File: src/rtl/lsu_byte_master.sv
// lsu_byte_master: RV32I load/store initiator for the byte-wide,
// synchronous-read port A of the shared EBR memory. Each request is split
// into sequential little-endian byte accesses followed by one response.
// Optional feature: define LSU_RANGE_CHECK_EN to reject addresses with any
// of req_addr[31:MEM_AW] set; otherwise those bits are ignored and the
// address aliases modulo 2^MEM_AW.
module lsu_byte_master #(
  parameter int unsigned MEM_AW = 19
) (
  input  logic              clk,
  input  logic              rst,
  input  logic              req_valid,
  output logic              req_ready,
  input  logic              req_we,
  input  logic [2:0]        req_funct3,
  input  logic [31:0]       req_addr,
  input  logic [31:0]       req_wdata,
  output logic              resp_valid,
  output logic              resp_err,
  output logic [31:0]       resp_rdata,
  output logic              mem_we,
  output logic [MEM_AW-1:0] mem_addr,
  output logic [7:0]        mem_wd,
  input  logic [7:0]        mem_rd
);

  typedef enum logic [1:0] {
    S_IDLE,
    S_ACCESS,
    S_DRAIN,
    S_RESP
  } state_t;

  state_t            state;
  logic              op_we;
  logic              op_signed;
  logic [1:0]        op_last;   // n-1: index of the final byte
  logic [MEM_AW-1:0] op_addr;
  logic [3:0][7:0]   op_wdata;
  logic [1:0]        k;
  logic [1:0]        k_next;
  logic [1:0]        k_prev;
  logic [3:0][7:0]   ld_buf;
  logic [3:0][7:0]   ld_final;
  logic [31:0]       ld_ext;

  logic              f3_ok;
  logic [1:0]        req_last;
  logic              misaligned;
  logic              range_err;
  logic              req_err;

  assign req_ready = (state == S_IDLE);
  assign k_next    = k + 2'd1;
  assign k_prev    = k - 2'd1;

`ifdef LSU_RANGE_CHECK_EN
  assign range_err = |req_addr[31:MEM_AW];
`else
  logic unused_addr_hi;
  assign unused_addr_hi = ^req_addr[31:MEM_AW];
  assign range_err      = 1'b0;
`endif

  // Decode access size and legality of the presented request.
  always_comb begin
    f3_ok    = 1'b0;
    req_last = 2'd0;
    case (req_funct3)
      3'd0: begin f3_ok = 1'b1;    req_last = 2'd0; end
      3'd1: begin f3_ok = 1'b1;    req_last = 2'd1; end
      3'd2: begin f3_ok = 1'b1;    req_last = 2'd3; end
      3'd4: begin f3_ok = !req_we; req_last = 2'd0; end
      3'd5: begin f3_ok = !req_we; req_last = 2'd1; end
      default: begin f3_ok = 1'b0; req_last = 2'd0; end
    endcase
    misaligned = ((req_last == 2'd1) && req_addr[0]) ||
                 ((req_last == 2'd3) && (req_addr[1:0] != 2'd0));
    req_err    = !f3_ok || misaligned || range_err;
  end

  // Merge the final byte arriving during DRAIN and extend to 32 bits.
  always_comb begin
    ld_final          = ld_buf;
    ld_final[op_last] = mem_rd;
    case (op_last)
      2'd0:    ld_ext = {{24{op_signed & ld_final[0][7]}}, ld_final[0]};
      2'd1:    ld_ext = {{16{op_signed & ld_final[1][7]}}, ld_final[1], ld_final[0]};
      default: ld_ext = ld_final;
    endcase
  end

  // Request sequencer with registered memory-port and response outputs.
  always_ff @(posedge clk or posedge rst) begin
    if (rst) begin
      state      <= S_IDLE;
      op_we      <= 1'b0;
      op_signed  <= 1'b0;
      op_last    <= 2'd0;
      op_addr    <= '0;
      op_wdata   <= '0;
      k          <= 2'd0;
      ld_buf     <= '0;
      resp_valid <= 1'b0;
      resp_err   <= 1'b0;
      resp_rdata <= '0;
      mem_we     <= 1'b0;
      mem_addr   <= '0;
      mem_wd     <= '0;
    end else begin
      case (state)
        S_IDLE: begin
          if (req_valid && req_ready) begin
            op_we     <= req_we;
            op_signed <= !req_funct3[2];
            op_last   <= req_last;
            op_addr   <= req_addr[MEM_AW-1:0];
            op_wdata  <= req_wdata;
            k         <= 2'd0;
            if (req_err) begin
              state      <= S_RESP;
              resp_valid <= 1'b1;
              resp_err   <= 1'b1;
              resp_rdata <= '0;
            end else begin
              // Byte 0 is issued straight from the request inputs so the
              // memory sees it in the first cycle after acceptance.
              state    <= S_ACCESS;
              mem_we   <= req_we;
              mem_addr <= req_addr[MEM_AW-1:0];
              mem_wd   <= req_we ? req_wdata[7:0] : 8'h00;
            end
          end
        end
        S_ACCESS: begin
          // Read data lags the address by one cycle: byte k-1 lands now.
          if (!op_we && (k != 2'd0)) begin
            ld_buf[k_prev] <= mem_rd;
          end
          if (k == op_last) begin
            mem_we   <= 1'b0;
            mem_addr <= '0;
            mem_wd   <= '0;
            if (op_we) begin
              state      <= S_RESP;
              resp_valid <= 1'b1;
              resp_err   <= 1'b0;
              resp_rdata <= '0;
            end else begin
              state <= S_DRAIN;
            end
          end else begin
            k        <= k_next;
            mem_addr <= op_addr + MEM_AW'(k_next);
            mem_wd   <= op_we ? op_wdata[k_next] : 8'h00;
          end
        end
        S_DRAIN: begin
          ld_buf[op_last] <= mem_rd;
          state           <= S_RESP;
          resp_valid      <= 1'b1;
          resp_err        <= 1'b0;
          resp_rdata      <= ld_ext;
        end
        S_RESP: begin
          state      <= S_IDLE;
          resp_valid <= 1'b0;
          resp_err   <= 1'b0;
          resp_rdata <= '0;
        end
        default: begin
          state <= S_IDLE;
        end
      endcase
    end
  end

endmodule

File: config.mk
export PLATFORM = sky130hd
export DESIGN_NAME = lsu_byte_master
export DESIGN_NICKNAME = d
export VERILOG_FILES = /design/src/rtl/lsu_byte_master.sv
export SDC_FILE = /design/constraint.sdc
export NUM_CORES = 1
export LEC_CHECK = 0
export CAP_MARGIN = 20
export CORE_MARGIN = 2
export CORE_UTILIZATION = 55
export CTS_BUF_LIST = sky130_fd_sc_hd__clkbuf_4
export DETAILED_ROUTE_END_ITERATION = 8
export GPL_ROUTABILITY_DRIVEN = 0
export PLACE_DENSITY = 0.84
export SLEW_MARGIN = 30
export SYNTH_ARGS = -nofsm -noshare
export SYNTH_HDL_FRONTEND = slang
export SYNTH_SLANG_ARGS = --single-unit
File: constraint.sdc
create_clock -name clk -period 13.1 [get_ports clk]
set_input_delay 1.965 -clock clk [delete_from_list [all_inputs] [get_ports clk]]
set_output_delay 1.965 -clock clk [all_outputs]
set_load 0.005 [all_outputs]
After elaboration in Yosys (flattened, before gate mapping)
Index checks and enable logic that the tools add are counted.
- add/subtract/negate cells: 3
- multipliers: 0
- div/mod/pow operators: 0
- order comparisons: 5
- eq/ne operators: 18
- shift-type cells: 0
- muxes and demuxes: 48
- bitwise logic cells: 2
- reductions and logical operators: 30
- operators by type and width (cell ; count):
    $mux W32 ; 5
    $pmux W32 S2 ; 2
    $pmux W32 S4 ; 1
    $bwmux W32 ; 2
    $mux W8 ; 8
    $mux W19 ; 3
    $pmux W19 S2 ; 1
    $demux W8 S2 ; 2
    $add A19 B2 Y19 ; 1
    $bmux W8 S2 ; 1
    $pmux W8 S2 ; 1
    $mux W1 ; 10
    $mux W2 ; 5
    $ne A2 B2 Y1 const B ; 5
    $lt A2 B3 Y1 const B ; 3
    $pmux W2 S2 ; 2
    $pmux W2 S4 ; 1
    $reduce_and A4 Y1 ; 2
    $reduce_bool A2 Y1 ; 4
    $eq A2 B1 Y1 const B ; 3
    $eq A2 B2 Y1 const B ; 3
    $eq A3 B3 Y1 const B ; 2
    $logic_and A1 B1 Y1 ; 6
    $reduce_and A2 Y1 ; 3
    other kinds (18) ; 30
- flip-flop bits (word level): 153
- latch bits: 0
- bits in writable memories: 0
- bits in read-only memories: 0
- bits of input ports: 79
- output and inout bits: 63
- logic and storage cells: 126
- memories kept: 0

Longest topological paths before layout
Gate-level depths: netlist of run 1.
- depth in word-level cells: 10
- depth in mapped cells: 9

Least setup slack after synthesis of run 1
No wires, ideal clock.
- path type: input to register
- start: input req_funct3[2]
- end: register mem_wd[2]
- arrival time: 3.296 ns
- required time: 12.974 ns
- setup slack: 9.678 ns
- stages on the path: 5
- path buffers: 1
- cell sequence: or4_4 and2_4 a2bb2oi_4 buf_6 a221o_1
- longest elaborated chain between the ends: 9
- elaborated cells on any way between the ends: 19
- RTL lines (what ; RTL line ; source):
    start, declared ; 15 ; input logic [2:0] req_funct3,
    $eq A3 B3 Y1 or $eq A3 B1 Y1 (tied branches) ; 69 ; case (req_funct3)
    $reduce_or A2 Y1 (no line) ; -- ;
    $pmux W2 S2 ; 69 ;
    $eq A2 B1 Y1 or $eq A2 B2 Y1 (tied branches) ; 77, 78 ;
    $logic_and A1 B1 Y1 (on tied branches) ; 77, 78 ;
    $logic_or A1 B1 Y1 ; 77 ; misaligned = ((req_last == 2'd1) && req_addr[0]) ||
    $logic_or A1 B1 Y1 (*) ; 79 ; req_err = !f3_ok || misaligned || range_err;
    $ne A2 B2 Y1 (no line) (*) ; -- ;
    $reduce_and A3 Y1 (no line) (*) ; -- ;
    end signal, assigned ; 131 ; mem_wd <= req_we ? req_wdata[7:0] : 8'h00;
    end signal, assigned ; 155 ; mem_wd <= op_we ? op_wdata[k_next] : 8'h00;
    end, declared ; 23 ; output logic [7:0] mem_wd,
Mark *: on every way between the ends. The rest lies on a longest branch, timed or not.
A chain may end at the register's enable or synchronous reset.

Worst setup path after layout of run 1
- start: register state[0]
- end: output req_ready
- longest elaborated chain between the ends: 1
- RTL lines (what ; RTL line ; source):
    start, declared ; 34 ; state_t state;
    start signal, assigned ; 96 ; state <= S_IDLE;
    start signal, assigned ; 121 ; state <= S_RESP;
    start signal, assigned ; 128 ; state <= S_ACCESS;
    $logic_not A2 Y1 ; 53 ; assign req_ready = (state == S_IDLE);
    end, declared ; 13 ; output logic req_ready,
Every way passes these cells.

==> flow_metrics.env, run 1 <==
export IMPL_status="completed"
export IMPL_yosysSeqAreaShare=0.517
export IMPL_cp_start_kind="flip-flop"
export IMPL_synthAdderAreaFrac=0.0196
export IMPL_cts_buffers=17
export IMPL_synthArstFlopShare=1.00
export IMPL_postCtsHoldBufs=0
export IMPL_die_area_mm2=0.0144
export IMPL_synth_area_leaders="dfrtp_1, mux2_2, nand2_1"
export IMPL_antenna_cells=0
export IMPL_postCtsSetupBuffers=0
export IMPL_numPortBuffers=128
export IMPL_yosys_area_top_type="dfrtp_1"
export IMPL_crit_type="reg2out"
export IMPL_cts_buffer_depth=2
export IMPL_track_usage=0.243
export IMPL_pwr_share_clk=0.145
export IMPL_die_x_um=120
export IMPL_slew_headroom=0.464
export IMPL_synth_enable_flop_cells=0
export IMPL_wl_um=16700
export IMPL_drtIter0Drc=344
export IMPL_drc=0
export IMPL_wl_per_cell_um=17.6
export IMPL_hold_class="reg2reg"
export IMPL_htree_levels=4
export IMPL_yosys_area_share_simple=0.106
export IMPL_multi_input_area_mm2=0.00336
export IMPL_fmax_mhz=235
export IMPL_fillCellCount=970
export IMPL_core_mm2=0.0132
export IMPL_post_route_period_util=0.325
export IMPL_tritoncts="done"
export IMPL_endpoint_kind="primary output"
export IMPL_synth_compound_area_frac=0.133
export IMPL_grt_pass1_vias=5456
export IMPL_finalPower_mw=2.12
export IMPL_maxCapViolCount=0
export IMPL_yosysWarningCount=0
export IMPL_cp_required_ps=11140
export IMPL_dp_cells=920
export IMPL_setup_tns_ps=0
export IMPL_ios=142
export IMPL_r2r_cells=8
export IMPL_cp_arrival_ps=2290
export IMPL_syn_avg_cell_area_um2=11.4
export IMPL_cts_root_buf="clkbuf_4"
export IMPL_tightest_slew_ps=803
export IMPL_design_area_mm2=0.00906
export IMPL_synth_top_family_by_area="multiplexers"
export IMPL_final_cells=950
export IMPL_synth_area_mm2=0.00741
export IMPL_whs_path_depth=1
export IMPL_power_switching_mw=0.777
export IMPL_powerDensity_mw_per_mm2=234
export IMPL_power_leakage_nw=3.93
export IMPL_worst_ir_drop_vdd_mv=0.118
export IMPL_final_antenna_net_count=0
export IMPL_netlist_area_leader_share=0.517
export IMPL_drive_gt1_frac=0.174
export IMPL_initial_core_util=0.562
export IMPL_ctsResizeCount=0
export IMPL_synth_xor_area_share=0.0225
export IMPL_setup_viol=0
export IMPL_ys_types=47
export IMPL_synth_ff_type="dfrtp_1"
export IMPL_die_y_um=120
export IMPL_dp_hpwl_um=11200
export IMPL_rsz0062_at_grt="false"
export IMPL_grt_start_max_net_pins=106
export IMPL_hold_violations=0
export IMPL_cts_clk_slew_worst_paths_ps=120
export IMPL_globalRouteOverflowTotal=0
export IMPL_fin_skew_ps=15.1
export IMPL_power_internal_mw=1.35
export IMPL_finalMaxSlewViolations=0
export IMPL_ys_ff_latch=153
export IMPL_syn_inst=652
export IMPL_switching_share=0.366
export IMPL_power_frac_seq=0.412
export IMPL_register_area_mm2=0.00383
export IMPL_clock_sinks=153
export IMPL_grt_pass1_wl_um=27300
export IMPL_synth_area_mux_share=0.172
export IMPL_crit_fanout=12
export IMPL_final_nets=853
export IMPL_drt_pass1_iterations=5
export IMPL_synthesis_nets=742
export IMPL_clock_latency_ps=570
export IMPL_period_needed_ps=4260
export IMPL_row_count=42
export IMPL_combPwrFrac=0.443
export IMPL_area_growth_syn_to_layout_pct=22.3
export IMPL_placed_area_mm2=0.00877
export IMPL_antenna_found_initial=0
export IMPL_avgViaCountPerCell=5.81
export IMPL_vias=5516
[cell families (layout without fill, tap and decap cells)]
family                   count (synthesis)  after routing
AND/OR/NAND/NOR                        166            166
buffers and inverters                   50            172
multiplexers                           106            106
flip-flops                             153            153
AO/OA/AOI/OAI                          147            147
XOR/XNOR                                19             19
adder cells (fa/ha/maj)                 11             11
[cell type report]
type                            instances  share of cell area
Multi-Input combinational cell        449               0.371
Tap cell                              176              0.0243
Sequential cell                       153               0.423
Timing Repair Buffer                  132               0.145
Inverter                               10             0.00497
Clock inverter                         12              0.0174
Clock buffer                           18              0.0149
[per-layer routing]
| metal | GRT usage | vias up | routed length (µm) |
|---|---|---|---|
| li1 | - | 2575 | - |
| met1 | 0.299 | 2722 | 7080 |
| met2 | 0.402 | 192 | 8150 |
| met3 | 0.0803 | 27 | 1170 |
| met4 | 0.0824 | 0 | 279 |
| met5 | 0 | - | 0 |
[Yosys cell counts (3+ instances only)]
| library cell | instances |
|---|---|
| a211oi_1 | 8 |
| a21o_1 | 18 |
| a21oi_1 | 19 |
| a221o_1 | 12 |
| a22oi_1 | 12 |
| a311oi_1 | 8 |
| and3_1 | 5 |
| and4_1 | 3 |
| buf_1 | 4 |
| buf_2 | 10 |
| buf_6 | 3 |
| clkbuf_1 | 21 |
| dfrtp_1 | 153 |
| ha_1 | 10 |
| inv_1 | 10 |
| mux2_2 | 88 |
| mux2i_1 | 10 |
| mux4_2 | 8 |
| nand2_1 | 87 |
| nand2b_1 | 11 |
| nand3_1 | 10 |
| nand4_1 | 7 |
| nor2_1 | 19 |
| nor2b_1 | 5 |
| nor3_1 | 3 |
| nor3b_1 | 9 |
| nor4_1 | 3 |
| o21ai_0 | 56 |
| xnor2_1 | 10 |
| xor2_1 | 9 |
[final timing paths]
kind	slack, ps	from	to
setup / recovery	8840	state[0]$_DFFE_PP0P_	req_ready
hold reg to reg	490	resp_rdata[19]$_DFFE_PP0P_	resp_rdata[19]$_DFFE_PP0P_
hold / removal	490	resp_rdata[19]$_DFFE_PP0P_	resp_rdata[19]$_DFFE_PP0P_
max in group asynchronous	10030	rst	op_last[1]$_DFFE_PP0P_
min in group asynchronous	1920	rst	resp_rdata[3]$_DFFE_PP0P_
setup reg to reg	9610	k[0]$_DFFE_PP0P_	mem_addr[15]$_DFFE_PP0P_
[metrics by stage]
stage	worst slack, ps	utilization	hold slack, ps
2_1_floorplan	7010	-	468
3_3_place_gp	8640	0.664	459
3_5_place_dp	8930	0.665	465
4_1_cts	8870	0.687	493
5_1_grt	8780	0.687	505
6_report	8840	0.687	485
[worst max-delay path, stage by stage, from the launching register on]
cell             delay [ps]
dfrtp_1                 450
inv_1                   120
ha_1                    540
clkdlybuf4s50_1         610
[cells in the final DEF, fill, tap and decap left out, types with 3 or more instances in the layout]
| cell | netlist | final |
|---|---|---|
| a21o_1 | 18 | 18 |
| nand4_1 | 7 | 7 |
| mux4_2 | 8 | 8 |
| nand2_1 | 87 | 86 |
| nor4_1 | 3 | 3 |
| nand3_1 | 10 | 10 |
| mux2_2 | 88 | 88 |
| ha_1 | 10 | 9 |
| xnor2_1 | 10 | 10 |
| bufinv_16 | 0 | 4 |
| a221o_1 | 12 | 12 |
| a211oi_1 | 8 | 8 |
| buf_4 | 2 | 4 |
| and3_1 | 5 | 5 |
| clkbuf_4 | 0 | 18 |
| nor2b_1 | 5 | 5 |
| inv_1 | 10 | 9 |
| nor3b_1 | 9 | 9 |
| nor2_1 | 19 | 19 |
| mux2i_1 | 10 | 10 |
| a22oi_1 | 12 | 12 |
| a311oi_1 | 8 | 8 |
| dfrtp_1 | 153 | 151 |
| a21oi_1 | 19 | 19 |
| clkinv_1 | 0 | 5 |
| nand2b_1 | 11 | 11 |
| clkdlybuf4s50_1 | 0 | 128 |
| o21ai_0 | 56 | 56 |
| xor2_1 | 9 | 9 |
| nor3_1 | 3 | 3 |
| and4_1 | 3 | 3 |
[power by group through the flow]
stage               Clock (mW)  Sequential, mW  Combinational, mW
floorplan                    0           0.817              0.669
global route             0.335           0.907               1.03
detailed placement           0           0.881              0.937
CTS                      0.312           0.872              0.944
global placement             0           0.862              0.902
finish                   0.308           0.876              0.940
[flip-flops by register name, indices dropped and copies added (netlist names), 8 cells and up]
register    cells
ld_buf         32
op_wdata       32
resp_rdata     32
mem_addr       19
op_addr        19
mem_wd          8
Note: power is estimated with default switching activity, not from simulation.
==> inputs of run 2 (changes only) <==
- CORE_UTILIZATION: 55 -> 49
- PLACE_DENSITY: 0.84 -> 0.79
- clock period: 13.1 -> 3.55 ns (I/O delays scaled with it)
==> run 2 against run 1 <==
- final cell count is 1.8% higher
- critical path depth is 6 higher
- worst setup slack worse by 8100 ps
- clock skew is 10 ps higher
- clock power increased to 3.3 times the previous value
- clock-buffer cell count is 3 higher
- largest cell class unchanged
- critical path type is now reg2reg
- die area is 12% higher
- non-clock buffer count rose by 7
- global-route usage decreased by 2.3 points
- largest power group unchanged
- wire length grew 1.4%
- via count decreased by 1.4%
- final area rose by 0.61%
==> flow_metrics.env, run 2 (synthesized netlist as in run 1, its figures left out) <==
export IMPL_hold_violations=0
export IMPL_cp_num_buf_inv=2
export IMPL_drt_pass1_iterations=5
export IMPL_globalRouteOverflowTotal=0
export IMPL_reg2reg_slack_ps=780
export IMPL_cp_required_ps=4000
export IMPL_cp_start_kind="flip-flop"
export IMPL_maxCapViolCount=0
export IMPL_core_mm2=0.0146
export IMPL_fin_skew_ps=25.2
export IMPL_area_growth_syn_to_layout_pct=23.1
export IMPL_track_usage=0.220
export IMPL_finalPower_mw=7.80
export IMPL_dp_hpwl_um=12000
export IMPL_switching_share=0.370
export IMPL_fillCellCount=1143
export IMPL_grt_pass1_vias=5529
export IMPL_row_count=44
export IMPL_final_antenna_net_count=0
export IMPL_worst_ir_drop_vdd_mv=0.456
export IMPL_post_route_period_util=0.779
export IMPL_ctsResizeCount=0
export IMPL_die_y_um=127
export IMPL_ios=142
export IMPL_final_cells=967
export IMPL_crit_chain="inv_1, ha_1, buf_4, ha_1, a21oi_1, nor3_1, nand4_1, xnor2_1, a221o_1"
export IMPL_combPwrFrac=0.463
export IMPL_drc=0
export IMPL_postCtsHoldBufs=0
export IMPL_reg_top3="ld_buf (32), op_wdata (32), resp_rdata (32)"
export IMPL_grt_start_max_net_pins=78
export IMPL_grt_pass1_wl_um=28000
export IMPL_numPortBuffers=128
export IMPL_finalWorstSetupSlack_ps=783
export IMPL_endpoint_kind="flip-flop"
export IMPL_cts_buffer_depth=2
export IMPL_dp_slack_ps=615
export IMPL_cp_arrival_ps=3210
export IMPL_tightest_slew_ps=822
export IMPL_drtIter0Drc=254
export IMPL_cp_common_cell="ha_1"
export IMPL_vias=5440
export IMPL_cts_root_buf="clkbuf_4"
export IMPL_crit_fanout=12
export IMPL_wl_per_cell_um=17.5
export IMPL_status="completed"
export IMPL_wl_um=16900
export IMPL_setup_viol=0
export IMPL_finalMaxSlewViolations=0
export IMPL_placed_area_mm2=0.00886
export IMPL_cpLargestDelayFamily="simple AND/OR/NAND/NOR gates"
export IMPL_antenna_found_initial=0
export IMPL_antenna_cells=0
export IMPL_avgViaCountPerCell=5.63
export IMPL_postCtsSetupBuffers=0
export IMPL_whs_ps=467
export IMPL_fmax_mhz=361
export IMPL_crit_type="reg2reg"
export IMPL_mostFrequentLayoutCells="dfrtp_1, clkdlybuf4s50_1, mux2_2, nand2_1, o21ai_0"
export IMPL_power_internal_mw=4.91
export IMPL_pwr_share_clk=0.130
export IMPL_period_needed_ps=2770
export IMPL_slew_headroom=0.450
export IMPL_die_x_um=127
export IMPL_power_frac_seq=0.407
export IMPL_tritoncts="done"
export IMPL_power_leakage_nw=3.96
export IMPL_power_switching_mw=2.88
export IMPL_final_util=0.623
export IMPL_initial_core_util=0.506
export IMPL_drive_gt1_frac=0.184
export IMPL_rsz0062_at_grt="false"
export IMPL_layout_cells_most_common="dfrtp_1"
export IMPL_dp_cells=935
export IMPL_clock_latency_ps=570
export IMPL_setup_tns_ps=0
export IMPL_powerDensity_mw_per_mm2=855
export IMPL_cp_slowest_stage_delay_ps=470
export IMPL_crit_path_top_delay_cell="dfrtp_1"
export IMPL_cts_clk_slew_worst_paths_ps=120
export IMPL_design_area_mm2=0.00912
export IMPL_die_area_mm2=0.0161
export IMPL_hold_class="in2async"
export IMPL_clock_sinks=153
export IMPL_cts_buffers=17
export IMPL_htree_levels=4
export IMPL_final_nets=860
run 2: cell type report:
class / instances / area, µm² / share of cell area
clock buffers: 21 / 158 / 0.0173
flip-flops and latches: 153 / 3830 / 0.420
well taps: 184 / 230 / 0.0252
repair buffers: 139 / 1400 / 0.154
clock inverters: 11 / 105 / 0.0115
multi-input cells: 449 / 3350 / 0.368
inverters: 10 / 41.3 / 0.00453
run 2: final timing paths:
kind / start / end / cells past startpoint
worst max-delay path: k[1]$_DFFE_PP0P_ / mem_addr[15]$_DFFE_PP0P_ / 9
worst min-delay path: rst / resp_rdata[10]$_DFFE_PP0P_ / 2
worst max register to register: k[1]$_DFFE_PP0P_ / mem_addr[15]$_DFFE_PP0P_ / 9
worst min register to register: resp_rdata[9]$_DFFE_PP0P_ / resp_rdata[9]$_DFFE_PP0P_ / 2
max in group asynchronous: rst / op_last[0]$_DFFE_PP0P_ / 3
min in group clk: resp_rdata[9]$_DFFE_PP0P_ / resp_rdata[9]$_DFFE_PP0P_ / 2
run 2: metal layers:
metal | share of wire | vias up | GRT usage
li1 | - | 2596 | -
met1 | 0.43 | 2664 | 0.278
met2 | 0.50 | 158 | 0.368
met3 | 0.058 | 22 | 0.0637
met4 | 0.015 | 0 | 0.0685
met5 | 0 | - | 0
run 2: power groups by stage:
stage               combinational (mW)  sequential (mW)  clock, mW
floorplan                         2.47             3.02          0
global placement                  3.48             3.12          0
detailed placement                3.62             3.19          0
CTS                               3.63             3.16       1.05
global route                      4.00             3.28       1.12
finish                            3.61             3.17       1.02
